File: config.mk
export PLATFORM = sky130hd
export DESIGN_NAME = multicycle_main_controller_flat
export DESIGN_NICKNAME = d
export VERILOG_FILES = /design/src/rtl/multicycle_main_controller_if.sv /design/src/rtl/multicycle_main_controller.sv /design/src/flat_wrapper.sv
export SDC_FILE = /design/constraint.sdc
export NUM_CORES = 1
export LEC_CHECK = 0
export BUFFER_PORTS_ARGS = -buffer_cell sky130_fd_sc_hd__buf_2
export CORE_MARGIN = 3
export CORE_UTILIZATION = 40
export CTS_BUF_LIST = sky130_fd_sc_hd__clkbuf_16
export DETAILED_ROUTE_END_ITERATION = 10
export PLACE_DENSITY = 0.73
export SLEW_MARGIN = 20
export SYNTH_ARGS = -nofsm -noshare
export SYNTH_HDL_FRONTEND = slang
export SYNTH_SLANG_ARGS = --single-unit
File: constraint.sdc
create_clock -name clk -period 1.9 [get_ports clk]
set_clock_uncertainty 0.05 [all_clocks]
set_input_delay 0.475 -clock clk [delete_from_list [all_inputs] [get_ports clk]]
set_output_delay 0.475 -clock clk [all_outputs]
set_load 0.05 [all_outputs]
File: src/rtl/multicycle_main_controller_if.sv
// Memory-port handshake bundle for the multicycle main controller.
// The controller drives the request side (master); the memory drives MemReady (slave).
interface multicycle_main_controller_if;
    logic MemReq;    // memory access request
    logic MemWrite;  // write qualifier, meaningful only with MemReq
    logic AdrSrc;    // address select: 0=PC, 1=ALU result
    logic MemReady;  // memory accepts/completes the access this cycle

    modport master (
        output MemReq,
        output MemWrite,
        output AdrSrc,
        input  MemReady
    );

    modport slave (
        input  MemReq,
        input  MemWrite,
        input  AdrSrc,
        output MemReady
    );
endinterface

File: src/rtl/multicycle_main_controller.sv
// Multicycle main controller: sequences fetch, decode, execute, memory and
// writeback over one shared memory port with a req/ready handshake and a
// bounded wait (MEM_TIMEOUT) that parks the FSM in a sticky FAULT state.
// Control outputs are decoded from the registered state, qualified by
// MemReady and Zero; strobes are forced low while rst is low.
// Optional feature: define PERF_CNT_EN to build the RetireCount counter;
// without it RetireCount is tied to zero.
module multicycle_main_controller #(
    parameter int MEM_TIMEOUT = 15,  // legal range 1..255
    parameter int PERF_W      = 32
) (
    input  logic                          clk,
    input  logic                          rst,        // synchronous, active-low
    multicycle_main_controller_if.master  mem,
    input  logic [6:0]                    Op,
    input  logic                          Zero,
    output logic                          IRWrite,
    output logic                          PCWrite,
    output logic                          RegWrite,
    output logic [1:0]                    ResultSrc,
    output logic [1:0]                    ALUSrcA,
    output logic [1:0]                    ALUSrcB,
    output logic [1:0]                    ALUOp,
    output logic [1:0]                    ImmSrc,
    output logic                          Illegal,
    output logic                          Fault,
    output logic                          InstrDone,
    output logic [PERF_W-1:0]             RetireCount
);

    localparam logic [6:0] OP_LW  = 7'b0000011;
    localparam logic [6:0] OP_SW  = 7'b0100011;
    localparam logic [6:0] OP_R   = 7'b0110011;
    localparam logic [6:0] OP_I   = 7'b0010011;
    localparam logic [6:0] OP_BEQ = 7'b1100011;
    localparam logic [6:0] OP_JAL = 7'b1101111;

    localparam int              WAIT_W   = $clog2(MEM_TIMEOUT + 1);
    localparam logic [WAIT_W-1:0] WAIT_MAX = WAIT_W'(MEM_TIMEOUT);

    typedef enum logic [3:0] {
        S_FETCH,
        S_DECODE,
        S_MEMADR,
        S_MEMREAD,
        S_MEMWB,
        S_MEMWRITE,
        S_EXECR,
        S_EXECI,
        S_ALUWB,
        S_BEQ,
        S_JAL,
        S_TRAP,
        S_FAULT
    } state_t;

    state_t            r_state;
    logic [WAIT_W-1:0] r_wait;
    logic              r_fault;

    // Decoded (ungated) controls; strobes are masked by rst afterwards.
    logic       w_mem_req;
    logic       w_mem_write;
    logic       w_adr_src;
    logic       w_ir_write;
    logic       w_pc_update;
    logic       w_branch;
    logic       w_reg_write;
    logic       w_illegal;
    logic       w_instr_done;
    logic [1:0] w_result_src;
    logic [1:0] w_alu_src_a;
    logic [1:0] w_alu_src_b;
    logic [1:0] w_alu_op;

    // State sequencing, memory wait counter and sticky fault flag.
    // NOTE: sequential state uses non-blocking (<=) so every flop samples the
    // pre-edge values; blocking here would create order-dependent races.
    always_ff @(posedge clk) begin
        if (!rst) begin
            r_state <= S_FETCH;
            r_wait  <= '0;
            r_fault <= 1'b0;
        end else begin
            unique case (r_state)
                S_FETCH, S_MEMREAD, S_MEMWRITE: begin
                    if (mem.MemReady) begin
                        // Completion wins even when the counter sits at the limit.
                        r_wait <= '0;
                        unique case (r_state)
                            S_FETCH:   r_state <= S_DECODE;
                            S_MEMREAD: r_state <= S_MEMWB;
                            default:   r_state <= S_FETCH;
                        endcase
                    end else if (r_wait == WAIT_MAX) begin
                        r_wait  <= '0;
                        r_state <= S_FAULT;
                        r_fault <= 1'b1;
                    end else begin
                        r_wait <= r_wait + 1'b1;
                    end
                end
                S_DECODE: begin
                    unique case (Op)
                        OP_LW, OP_SW: r_state <= S_MEMADR;
                        OP_R:         r_state <= S_EXECR;
                        OP_I:         r_state <= S_EXECI;
                        OP_BEQ:       r_state <= S_BEQ;
                        OP_JAL:       r_state <= S_JAL;
                        default:      r_state <= S_TRAP;
                    endcase
                end
                S_MEMADR: r_state <= (Op == OP_LW) ? S_MEMREAD : S_MEMWRITE;
                S_EXECR,
                S_EXECI,
                S_JAL:    r_state <= S_ALUWB;
                S_MEMWB,
                S_ALUWB,
                S_BEQ,
                S_TRAP:   r_state <= S_FETCH;
                S_FAULT:  r_state <= S_FAULT;  // only reset leaves FAULT
                default:  r_state <= S_FAULT;
            endcase
        end
    end

    // Moore control decode per state, qualified by MemReady where a
    // handshake completes in the same cycle.
    always_comb begin
        // NOTE: every signal gets a default before the case so no path leaves
        // it unassigned; a missing default would infer a latch.
        w_mem_req    = 1'b0;
        w_mem_write  = 1'b0;
        w_adr_src    = 1'b0;
        w_ir_write   = 1'b0;
        w_pc_update  = 1'b0;
        w_branch     = 1'b0;
        w_reg_write  = 1'b0;
        w_illegal    = 1'b0;
        w_instr_done = 1'b0;
        w_result_src = 2'b00;
        w_alu_src_a  = 2'b00;
        w_alu_src_b  = 2'b00;
        w_alu_op     = 2'b00;
        unique case (r_state)
            S_FETCH: begin
                w_mem_req = 1'b1;
                w_adr_src = 1'b0;
                if (mem.MemReady) begin
                    // PC+4 computed on the ALU and loaded as the IR captures.
                    w_ir_write   = 1'b1;
                    w_pc_update  = 1'b1;
                    w_alu_src_a  = 2'b00;
                    w_alu_src_b  = 2'b10;
                    w_alu_op     = 2'b00;
                    w_result_src = 2'b10;
                end
            end
            S_DECODE: begin
                // Branch/jump target OldPC + imm, ready for BEQ/JAL.
                w_alu_src_a = 2'b01;
                w_alu_src_b = 2'b01;
                w_alu_op    = 2'b00;
            end
            S_MEMADR: begin
                w_alu_src_a = 2'b10;
                w_alu_src_b = 2'b01;
                w_alu_op    = 2'b00;
            end
            S_MEMREAD: begin
                w_mem_req = 1'b1;
                w_adr_src = 1'b1;
            end
            S_MEMWB: begin
                w_result_src = 2'b01;
                w_reg_write  = 1'b1;
                w_instr_done = 1'b1;
            end
            S_MEMWRITE: begin
                w_mem_req    = 1'b1;
                w_mem_write  = 1'b1;
                w_adr_src    = 1'b1;
                w_instr_done = mem.MemReady;
            end
            S_EXECR: begin
                w_alu_src_a = 2'b10;
                w_alu_src_b = 2'b00;
                w_alu_op    = 2'b10;
            end
            S_EXECI: begin
                w_alu_src_a = 2'b10;
                w_alu_src_b = 2'b01;
                w_alu_op    = 2'b10;
            end
            S_ALUWB: begin
                w_result_src = 2'b00;
                w_reg_write  = 1'b1;
                w_instr_done = 1'b1;
            end
            S_BEQ: begin
                w_alu_src_a  = 2'b10;
                w_alu_src_b  = 2'b00;
                w_alu_op     = 2'b01;
                w_result_src = 2'b00;
                w_branch     = 1'b1;
                w_instr_done = 1'b1;
            end
            S_JAL: begin
                // Link value PC+4 (OldPC+4) flows to ALUWB; PC takes the target.
                w_alu_src_a  = 2'b01;
                w_alu_src_b  = 2'b10;
                w_alu_op     = 2'b00;
                w_result_src = 2'b00;
                w_pc_update  = 1'b1;
            end
            S_TRAP: begin
                w_illegal = 1'b1;
            end
            S_FAULT: begin
                // All controls stay at their idle defaults.
            end
            default: begin
            end
        endcase
    end

    // Immediate format straight from the opcode, independent of state.
    always_comb begin
        unique case (Op)
            OP_SW:   ImmSrc = 2'b01;
            OP_BEQ:  ImmSrc = 2'b10;
            OP_JAL:  ImmSrc = 2'b11;
            default: ImmSrc = 2'b00;
        endcase
    end

    // Strobes are masked while rst is low so an abandoned instruction issues nothing.
    assign mem.MemReq   = w_mem_req   & rst;
    assign mem.MemWrite = w_mem_write & rst;
    assign mem.AdrSrc   = w_adr_src;
    assign IRWrite      = w_ir_write  & rst;
    assign PCWrite      = (w_pc_update | (w_branch & Zero)) & rst;
    assign RegWrite     = w_reg_write & rst;
    assign Illegal      = w_illegal   & rst;
    assign InstrDone    = w_instr_done & rst;
    assign ResultSrc    = w_result_src;
    assign ALUSrcA      = w_alu_src_a;
    assign ALUSrcB      = w_alu_src_b;
    assign ALUOp        = w_alu_op;
    assign Fault        = r_fault;

`ifdef PERF_CNT_EN
    logic [PERF_W-1:0] r_retire_count;

    // Retired-instruction counter; wraps naturally at 2^PERF_W.
    always_ff @(posedge clk) begin
        if (!rst) begin
            r_retire_count <= '0;
        end else if (w_instr_done) begin
            r_retire_count <= r_retire_count + 1'b1;
        end
    end

    assign RetireCount = r_retire_count;
`else
    assign RetireCount = '0;
`endif

endmodule

File: src/flat_wrapper.sv
// flat-port wrapper written by rule: the top's interface ports become plain ports
module multicycle_main_controller_flat 
#(
    parameter int MEM_TIMEOUT = 15,                       
    parameter int PERF_W      = 32
)
  (clk, rst, Op, Zero, IRWrite, PCWrite, RegWrite, ResultSrc, ALUSrcA, ALUSrcB, ALUOp, ImmSrc, Illegal, Fault, InstrDone, RetireCount, mem_MemReq, mem_MemWrite, mem_AdrSrc, mem_MemReady);
  multicycle_main_controller_if mem_i ();
  input  logic clk;
  input  logic rst;
  input  logic [6:0] Op;
  input  logic Zero;
  output logic IRWrite;
  output logic PCWrite;
  output logic RegWrite;
  output logic [1:0] ResultSrc;
  output logic [1:0] ALUSrcA;
  output logic [1:0] ALUSrcB;
  output logic [1:0] ALUOp;
  output logic [1:0] ImmSrc;
  output logic Illegal;
  output logic Fault;
  output logic InstrDone;
  output logic [PERF_W-1:0] RetireCount;
  output wire logic [$bits(mem_i.MemReq)-1:0] mem_MemReq;
  output wire logic [$bits(mem_i.MemWrite)-1:0] mem_MemWrite;
  output wire logic [$bits(mem_i.AdrSrc)-1:0] mem_AdrSrc;
  input wire logic [$bits(mem_i.MemReady)-1:0] mem_MemReady;
  assign mem_MemReq = mem_i.MemReq;
  assign mem_MemWrite = mem_i.MemWrite;
  assign mem_AdrSrc = mem_i.AdrSrc;
  assign mem_i.MemReady = mem_MemReady;
  multicycle_main_controller #(.MEM_TIMEOUT(MEM_TIMEOUT), .PERF_W(PERF_W)) u_core (.clk(clk), .rst(rst), .mem(mem_i), .Op(Op), .Zero(Zero), .IRWrite(IRWrite), .PCWrite(PCWrite), .RegWrite(RegWrite), .ResultSrc(ResultSrc), .ALUSrcA(ALUSrcA), .ALUSrcB(ALUSrcB), .ALUOp(ALUOp), .ImmSrc(ImmSrc), .Illegal(Illegal), .Fault(Fault), .InstrDone(InstrDone), .RetireCount(RetireCount));
endmodule
==> implementation parameters, run 1 <==
Parameter                              Value

Worst setup path
  Beginning of the critical path    u_core.r_state[1]
  Largest fanout on the critical path    11
  Reg2Reg Capture Point    u_core.r_wait[2]
  Worst R2R Start    u_core.r_state[1]
  Crit-path leading delay family    compound AO/OA/AOI/OAI gates
  Reg-to-reg setup timing slack    0.07 ns
  Worst path max stage delay    0.38 ns
  Endpoint arrival time on the critical path    1.43 ns
  Class of the most critical setup path    register to primary output
  WP depth    5
  Startpoint class of the critical path    register
  Depth of the worst register-to-register path    6
  Crit-path cells    nor2_1 -> nand2_1 -> a211oi_4 -> o21a_4 -> buf_6
  Critical path buffer and inverter count    1
  Worst-path cell with the longest stage delay    sky130_fd_sc_hd__dfxtp_4
  Endpoint class of the critical path    primary output
  Data required time of the critical path    between 1 and 1.5 ns

Power and ir drop
  Power density relative to cell area    roughly 1600 nW/µm²
  Worst vdd ir    approximately 0.0013 V
  P_leak    ~0.79 nW

Placement
  Number of port buffers    29
  Routability-driven placement congestion ratio    around 0.95
  HPWL after detailed placement    roughly 2600 µm
  Number of cells in the design after placement    235

GRT
  Number of global-route vias before repair    1131
  First-pass GRT wire length    5100 µm
  Total congestion overflow after global routing    0
  Initial antenna violation count    0
  Global-route usage over all layers    0.188
  Maximum number of pins on one net before global-route repair    12

Finish
  Fraction of layout cells with a size suffix above 1    0.445
  Number of fill cells    207
  P&R area growth vs syn    45.6%
  Non-filler cells in the finished layout    241
  Leading cell types in the layout, fill and taps excluded    sky130_fd_sc_hd__conb_1, sky130_fd_sc_hd__buf_4, sky130_fd_sc_hd__buf_2
  Commonest non-fill, non-tap cell in the layout    sky130_fd_sc_hd__conb_1
  Net count reported at finish    224
  Antenna diodes    0

Floorplan
  Starting density of the core    0.438
  Chip Width    59.2 µm
  DIE HEIGHT    between 50 and 60 µm
  Core Box Area    2590 µm²
  DIE AREA    3510 µm²
  Ports placed on the boundary    62
  Row count    18

Logic synthesis
  Mapped cell area    approximately 1100 µm²
  Async S/R FF share, synth    0
  Post-synthesis sequential element count    9
  Number of flops mapped to enable cells by yosys    0
  Average footprint of a synthesized cell    7.17 µm²
  Part of the Yosys area used for sequential elements    0.159
  Biggest area contributors in the synthesized netlist    sky130_fd_sc_hd__buf_4, sky130_fd_sc_hd__dfxtp_1, sky130_fd_sc_hd__nor2_1
  Synthesized netlist cell count    approximately 160
  Most used flip-flop cell after synthesis    sky130_fd_sc_hd__dfxtp_1
  Synthesis Warnings    0
  Fraction of post-synthesis cell area in the top cell type by area    0.219
  Synth cell types    44
  Largest area contributor in the synthesized netlist    sky130_fd_sc_hd__buf_4

Timing
  Min setup slack post-route    -0.0541 ns
  Period minus WS final    1.95 ns
  Final Hold Fails    0
  Max Slew Vio Count    0
  RSZ-0062 raised after global routing    yes
  Final cycle utilization of the critical path    1.03
  Final sum of negative setup slack    -0.106 ns
  Maximum operating frequency    512 MHz
  Final number of setup-violating endpoints    3

Drt
  Number of DRC markers after the initial detailed-route iteration    39
  Final ANT Viol Nets    0
  Average vias per placed instance    5.18
  Vias after detailed routing    1248
  Wire length reported by the detailed router    3180 µm
  Router iterations before antenna repair    4
  Count of unresolved DRC violations after routing    0
  Routed length per placed instance    13.2 µm

Run
  Number of violations of the max-capacitance limit    0

Worst hold path
  Endpoint with the worst hold slack    u_core.Fault
  Launch point of the worst hold path    u_core.Fault
  Hold Path Class    register to register
  Number of instances on the worst hold path    2

Clocking
  TritonCTS clock tree    yes
  Number of CTS-inserted buffers    3
  H-tree Lvls    1
  Clock tree root driver cell    sky130_fd_sc_hd__clkbuf_16
  Buffer depth of the longest clock path    2
  Clock insertion delay at the later pin of the skew report    0.24 ns
  Clk sink count    9
  Register clock-pin slew on the reported worst setup and hold paths    roughly 0.04 ns

Outcome
  Outcome    complete, but fails checks
  Violated checks    negative setup slack
[layout make-up]
type                            count  area [µm²]  share of cell area
Multi-Input combinational cell    133         872               0.528
Tap cell                           30        37.5              0.0227
Inverter                            5        18.8              0.0114
Sequential cell                     9         193               0.117
Clock inverter                      1        5.00             0.00303
Timing Repair Buffer               60         449               0.272
Clock buffer                        3        75.1              0.0455
[where the power goes]
part | internal (W) | leakage, nW | total, W | switching (W)
logic | 0.000729 | 0.676 | 0.00186 | 0.00113
clock network | 0.000278 | 0.0409 | 0.000379 | 0.000101
registers | 0.000246 | 0.0758 | 0.000334 | 0.0000876
[synth_stat cells, drive strengths merged, types with 5 or more instances]
| cell type | count |
|---|---|
| nor2 | 15 |
| clkbuf | 5 |
| inv | 5 |
| nor3 | 8 |
| nand2 | 9 |
| and3 | 5 |
| a21oi | 7 |
| dfxtp | 9 |
| buf | 37 |
| nand3 | 7 |
[tightest hold or removal path, cell delays in order (launching register included)]
cell and delay (ns):
sky130_fd_sc_hd__dfxtp_1 0.32, sky130_fd_sc_hd__a21oi_1 0.04, sky130_fd_sc_hd__nor2_1 0.07
[stage by stage]
step	hold slack, ns	power [W]	cell area (µm²)	setup WS (ns)	utilization
global route	0.490	0.00273	1650	-0.129	0.637
CTS	0.420	0.00251	1620	-0.0486	0.624
finish	0.419	0.00257	1650	-0.0541	0.637
detailed placement	0.406	0.00201	1460	-0.0605	0.562
global placement	0.402	0.00197	1460	-0.0159	0.562
floorplan	0.425	0.00156	1350	-0.283	-
[registers in the layout, summed over array words and instances (netlist names)]
name / count
u_core.Fault: 1
u_core.r_state: 4
u_core.r_wait: 4
[logic make-up after synthesis]
| group | Yosys count | share of synthesized area |
|---|---|---|
| AO/OA/AOI/OAI | 37 | 0.259 |
| XOR/XNOR | 2 | 0.0155 |
| adder cells (fa/ha/maj) | 1 | 0.0110 |
| buffers and inverters | 47 | 0.269 |
| flip-flops | 9 | 0.159 |
| other | 1 | 0.00331 |
| AND/OR/NAND/NOR | 61 | 0.283 |
[per-layer routing]
| metal | up-vias | wire length, µm | track usage |
|---|---|---|---|
| met3 | 3 | 177 | 0.0349 |
| met1 | 586 | 1290 | 0.225 |
| met2 | 45 | 1680 | 0.334 |
| met5 | - | 0 | 0 |
| met4 | 0 | 31 | 0.0647 |
| li1 | 614 | - | - |
[how the worst max path moves through the flow]
| stage | endpoint | slack, ns |
|---|---|---|
| final | PCWrite | -0.05 |
| after global routing | PCWrite | -0.13 |
| after CTS | mem_MemReq | -0.05 |
| after detailed placement | u_core.r_state[2] | -0.06 |
| after global placement | ImmSrc[0] | -0.02 |
| after floorplan | PCWrite | -0.28 |
[repair_timing]
| action | 4_1_cts | 5_1_grt |
|---|---|---|
| endpoints found under the setup margin | 16 | 14 |
| cloned | 0 | 0 |
| buffers inserted | 2 | 0 |
| gates resized for setup | 24 | 15 |
| pin swaps | 1 | 1 |
| hold buffers | 0 | 0 |
No activity file was read; power rests on OpenSTA's default activity.
==> run 2, diff against run 1 <==
clock period = 2.2 ns   (was 1.9 ns; I/O delays follow)
==> run 2 against run 1 <==
The flow now finishes without violations. Utilization down 8.2 points. Combinational power down 28%. Clock-buffer cell count unchanged. Non-clock buffer count down 16. Critical path type unchanged. Sequential share of layout area up 1.4 points. Global-route usage down 2.8 points. Clock power down 17%. Worst setup slack better by 0.13 ns. Hold slack worse by 0.0060 ns.
==> implementation parameters, run 2 (synthesis results as in run 1) <==
Parameter                              Value

Power and ir drop
  P_leak    0.698 nW
  Worst vdd ir    0.000968 V
  Clock network fraction of design power    0.163
  Internal power consumption    0.000876 W
  Switching power share of the total    0.548
  Total chip power    0.00194 W
  Power density relative to cell area    roughly 1300 nW/µm²
  Combinational share of power    0.689
  Sequential share of power    0.148
  Switching power    around 0.0011 W

Finish
  Leading cell types in the layout, fill and taps excluded    sky130_fd_sc_hd__conb_1, sky130_fd_sc_hd__buf_2, sky130_fd_sc_hd__buf_4
  Net count reported at finish    ~210
  Number of fill cells    265
  Commonest non-fill, non-tap cell in the layout    sky130_fd_sc_hd__conb_1
  Combined area of the multi-input logic cells    850 µm²
  Storage element area    188 µm²
  Final core area utilization    0.555
  Antenna diodes    0
  Fraction of layout cells with a size suffix above 1    0.374
  P&R area growth vs syn    26.8%

Placement
  Routability-driven placement congestion ratio    0.826
  Number of port buffers    29
  HPWL after detailed placement    roughly 2200 µm

Drt
  Routed length per placed instance    between 10 and 15 µm
  Final ANT Viol Nets    0
  Number of DRC markers after the initial detailed-route iteration    26
  Count of unresolved DRC violations after routing    0
  Average vias per placed instance    5.11
  Vias after detailed routing    roughly 1200
  Wire length reported by the detailed router    2720 µm
  Router iterations before antenna repair    4

Timing
  Hold_ws    0.413 ns
  Final Hold Fails    0
  Maximum operating frequency    470 MHz
  Final sum of negative setup slack    0 ns
  Final cycle utilization of the critical path    0.967
  Max Slew Vio Count    0
  Final number of setup-violating endpoints    0
  Period minus WS final    2.13 ns

Floorplan
  DIE AREA    roughly 3500 µm²
  Row count    18
  Chip Width    ~60 µm
  DIE HEIGHT    59.2 µm
  Ports placed on the boundary    62
  Core Box Area    2590 µm²
  Starting density of the core    0.438

Clocking
  Clock tree root driver cell    sky130_fd_sc_hd__clkbuf_16
  TritonCTS clock tree    yes
  Clk sink count    9
  Number of CTS-inserted buffers    3
  Buffer depth of the longest clock path    2
  Buffer count from post-CTS setup fixing    0
  Clock insertion delay at the later pin of the skew report    around 0.23 ns
  H-tree Lvls    1
  Register clock-pin slew on the reported worst setup and hold paths    0.04 ns

Worst setup path
  Largest fanout on the critical path    11
  Class of the most critical setup path    register to primary output
  Endpoint arrival time on the critical path    between 1.5 and 2 ns
  Data required time of the critical path    1.60 ns
  Endpoint class of the critical path    primary output
  Startpoint class of the critical path    register

Worst hold path
  Hold Path Class    register to register

GRT
  Maximum number of pins on one net before global-route repair    12
  First-pass GRT wire length    roughly 4400 µm
  Global-route usage over all layers    0.160
  Number of global-route vias before repair    ~990
  Initial antenna violation count    0
  Total congestion overflow after global routing    0

Run
  Number of violations of the max-capacitance limit    0

Outcome
  Outcome    complete, no violations
[run 2: cell types whose count changed in the layout (fill, tap and decap cells not counted), sizes merged]
cell    previous run  this run
inv                5         6
buf               58        42
clkinv             1         0
[run 2: final timing paths]
kind	from	endpoint	slack [ns]	cells past startpoint
setup / recovery	u_core.r_state[1]	mem_MemReq	0.07	4
hold / removal	u_core.Fault	u_core.Fault	0.41	2
setup reg to reg	u_core.r_state[1]	u_core.r_state[2]	0.35	5
hold reg to reg	u_core.Fault	u_core.Fault	0.41	2
[run 2: layout make-up]
type,instances,share of cell area
repair buffers,44,0.185
flip-flops and latches,9,0.131
inverters,5,0.0131
clock buffers,3,0.0522
clock inverters,1,0.00261
well taps,30,0.0261
multi-input cells,133,0.591
[run 2: repair_timing]
| action | CTS | global route |
|---|---|---|
| pin swaps | 0 | 0 |
| cloned | 0 | 0 |
| hold buffers | 0 | 0 |
| gates resized for setup | 4 | 8 |
| setup endpoints to repair | 5 | 5 |
[run 2: power by group through the flow]
stage / registers, W / clock network, W / logic [W]
after detailed placement: 0.000275 / 0 / 0.00131
final: 0.000287 / 0.000315 / 0.00134
after CTS: 0.000279 / 0.000325 / 0.00132
after global placement: 0.000273 / 0 / 0.00130
after floorplan: 0.000233 / 0 / 0.00108
after global routing: 0.000299 / 0.000337 / 0.00144
[run 2: metal layers]
layer / up-vias / GRT usage / part of all wire
met3: 4 / 0.0196 / 0.078
met5: - / 0 / 0
met1: 518 / 0.220 / 0.46
met4: 0 / 0.0874 / 0.018
li1: 580 / - / -
met2: 48 / 0.240 / 0.44
[run 2: metrics by stage]
stage          setup slack (ns)  cell area, µm²  instances
2_1_floorplan            -0.293            1320        189
3_3_place_gp              0.143            1330        221
3_5_place_dp              0.113            1330        221
4_1_cts                 0.00731            1420        225
5_1_grt                -0.00500            1440        225
6_report                 0.0731            1440        225
[run 2: worst max-delay path: stages (launching register included)]
cell	delay, ns
sky130_fd_sc_hd__dfxtp_2	0.39
sky130_fd_sc_hd__or3_1	0.38
sky130_fd_sc_hd__o21a_1	0.14
sky130_fd_sc_hd__nor3_2	0.10
sky130_fd_sc_hd__buf_2	0.28
==> run 3, diff against run 2 <==
clock period = 2.35 ns   (was 2.2 ns; I/O delays follow)
==> run 3 against run 2 <==
Routed wire length grew 0.44%. Sequential share of layout area grew 0.32 points. Sequential power shrank 7.7%. Critical path depth is the same. Design area shrank 4.4%. Critical path type unchanged. Combinational power shrank 12%. Final cell count shrank 0.89%. Critical endpoint unchanged. Register-to-register slack gained 0.13 ns. Clock power shrank 6.3%.
==> implementation parameters, run 3 (synthesis results as in run 1) <==
Parameter                              Value

Outcome
  Outcome    complete, no violations

Worst setup path
  Startpoint class of the critical path    register
  Data required time of the critical path    ~1.7 ns
  Endpoint class of the critical path    primary output
  Class of the most critical setup path    register to primary output
  Largest fanout on the critical path    9
  Endpoint arrival time on the critical path    1.56 ns

Drt
  Final ANT Viol Nets    0
  Routed length per placed instance    12.3 µm
  Wire length reported by the detailed router    2730 µm
  Number of DRC markers after the initial detailed-route iteration    37
  Vias after detailed routing    1167
  Count of unresolved DRC violations after routing    0
  Average vias per placed instance    around 5.2
  Router iterations before antenna repair    4

GRT
  Initial antenna violation count    0
  Maximum number of pins on one net before global-route repair    14
  First-pass GRT wire length    4180 µm
  Number of global-route vias before repair    954
  Global-route usage over all layers    0.152
  Total congestion overflow after global routing    0

Power and ir drop
  Switching power    0.000955 W
  Switching power share of the total    0.549
  Power density relative to cell area    1260 nW/µm²
  Sequential share of power    0.152
  P_leak    0.674 nW
  Clock network fraction of design power    0.170
  Worst vdd ir    0.000873 V
  Combinational share of power    0.678
  Internal power consumption    around 0.00078 W

Timing
  Maximum operating frequency    454 MHz
  Final Hold Fails    0
  Period minus WS final    2.20 ns
  Final cycle utilization of the critical path    0.937
  RSZ-0062 raised after global routing    no
  Final number of setup-violating endpoints    0
  Max Slew Vio Count    0

Finish
  Fraction of layout cells with a size suffix above 1    0.326
  Net count reported at finish    206
  Commonest non-fill, non-tap cell in the layout    sky130_fd_sc_hd__conb_1
  Final core area utilization    0.531
  Non-filler cells in the finished layout    around 220
  P&R area growth vs syn    21.3%
  Final std cell area, no fill    1380 µm²
  Leading cell types in the layout, fill and taps excluded    sky130_fd_sc_hd__conb_1, sky130_fd_sc_hd__buf_2, sky130_fd_sc_hd__nor2_1
  Antenna diodes    0

Floorplan
  Core Box Area    2590 µm²
  DIE AREA    roughly 3500 µm²
  DIE HEIGHT    between 50 and 60 µm
  Ports placed on the boundary    62
  Chip Width    59.2 µm
  Starting density of the core    0.438
  Row count    18

Clocking
  Clock insertion delay at the later pin of the skew report    0.23 ns
  Buffer depth of the longest clock path    2
  Clock tree root driver cell    sky130_fd_sc_hd__clkbuf_16
  H-tree Lvls    1
  Post-cts sizing count    1
  Total of hold buffers inserted after clock tree synthesis    0
  Number of CTS-inserted buffers    3
  Buffer count from post-CTS setup fixing    0
  Register clock-pin slew on the reported worst setup and hold paths    0.04 ns
  TritonCTS clock tree    yes
  Clk sink count    9

Placement
  Instance area at placement    1290 µm²
  Routability-driven placement congestion ratio    just over 0.8
  Number of port buffers    29
  HPWL after detailed placement    2150 µm
  Number of cells in the design after placement    219

Run
  Number of violations of the max-capacitance limit    0

Worst hold path
  Hold Path Class    register to register
-- run 3: changes by cell type in the layout (fill, tap and decap cells not counted), moves of 2 or more --
cell,before,now
sky130_fd_sc_hd__nor2_2,4,1
sky130_fd_sc_hd__clkbuf_4,2,0
sky130_fd_sc_hd__buf_4,16,13
sky130_fd_sc_hd__nor2_1,11,14
sky130_fd_sc_hd__buf_2,26,29
-- run 3: critical path, stage by stage (launching register included) --
cell and delay [ns]:
sky130_fd_sc_hd__dfxtp_2 0.37, sky130_fd_sc_hd__or3_1 0.38, sky130_fd_sc_hd__o21a_1 0.18, sky130_fd_sc_hd__nor3_2 0.12
sky130_fd_sc_hd__buf_2 0.28
-- run 3: final cells by class --
| cell class | count | area, µm² |
|---|---|---|
| clock buffers | 3 | 75.1 |
| clock inverters | 1 | 3.75 |
| fillers | 258 | 1210 |
| inverters | 5 | 18.8 |
| multi-input cells | 133 | 813 |
| flip-flops and latches | 9 | 184 |
| well taps | 30 | 37.5 |
| repair buffers | 42 | 243 |
-- run 3: metrics by stage --
stage | TNS (ns) | setup slack (ns) | power (W) | hold slack, ns
floorplan | -0.345 | -0.331 | 0.00120 | 0.425
global placement | 0 | 0.187 | 0.00143 | 0.397
detailed placement | 0 | 0.174 | 0.00143 | 0.427
CTS | 0 | 0.0509 | 0.00173 | 0.450
global route | 0 | 0.0516 | 0.00185 | 0.477
finish | 0 | 0.148 | 0.00174 | 0.461
-- run 3: power by group through the flow --
| stage | Combinational, W | Sequential, W | Clock, W |
|---|---|---|---|
| after floorplan | 0.000984 | 0.000218 | 0 |
| after global placement | 0.00117 | 0.000261 | 0 |
| after detailed placement | 0.00117 | 0.000262 | 0 |
| after CTS | 0.00117 | 0.000259 | 0.000299 |
| after global routing | 0.00127 | 0.000272 | 0.000306 |
| final | 0.00118 | 0.000265 | 0.000295 |
-- run 3: final timing paths --
| check | slack [ns] | end | cells past startpoint | from |
|---|---|---|---|---|
| max reg2reg | 0.48 | u_core.r_state[2] | 5 | u_core.r_state[3] |
| min | 0.46 | u_core.Fault | 2 | u_core.Fault |
| max | 0.15 | mem_MemReq | 4 | u_core.r_state[0] |
| min reg2reg | 0.46 | u_core.Fault | 2 | u_core.Fault |
-- run 3: layer usage --
layer / wire [µm] / vias up / global-route usage / share of wire
met1: 1170 / 540 / 0.192 / 0.43
met3: 185 / 5 / 0.0196 / 0.068
met2: 1350 / 44 / 0.264 / 0.49
met5: 0 / - / 0 / 0
met4: 31 / 0 / 0.0485 / 0.011
li1: - / 578 / - / -
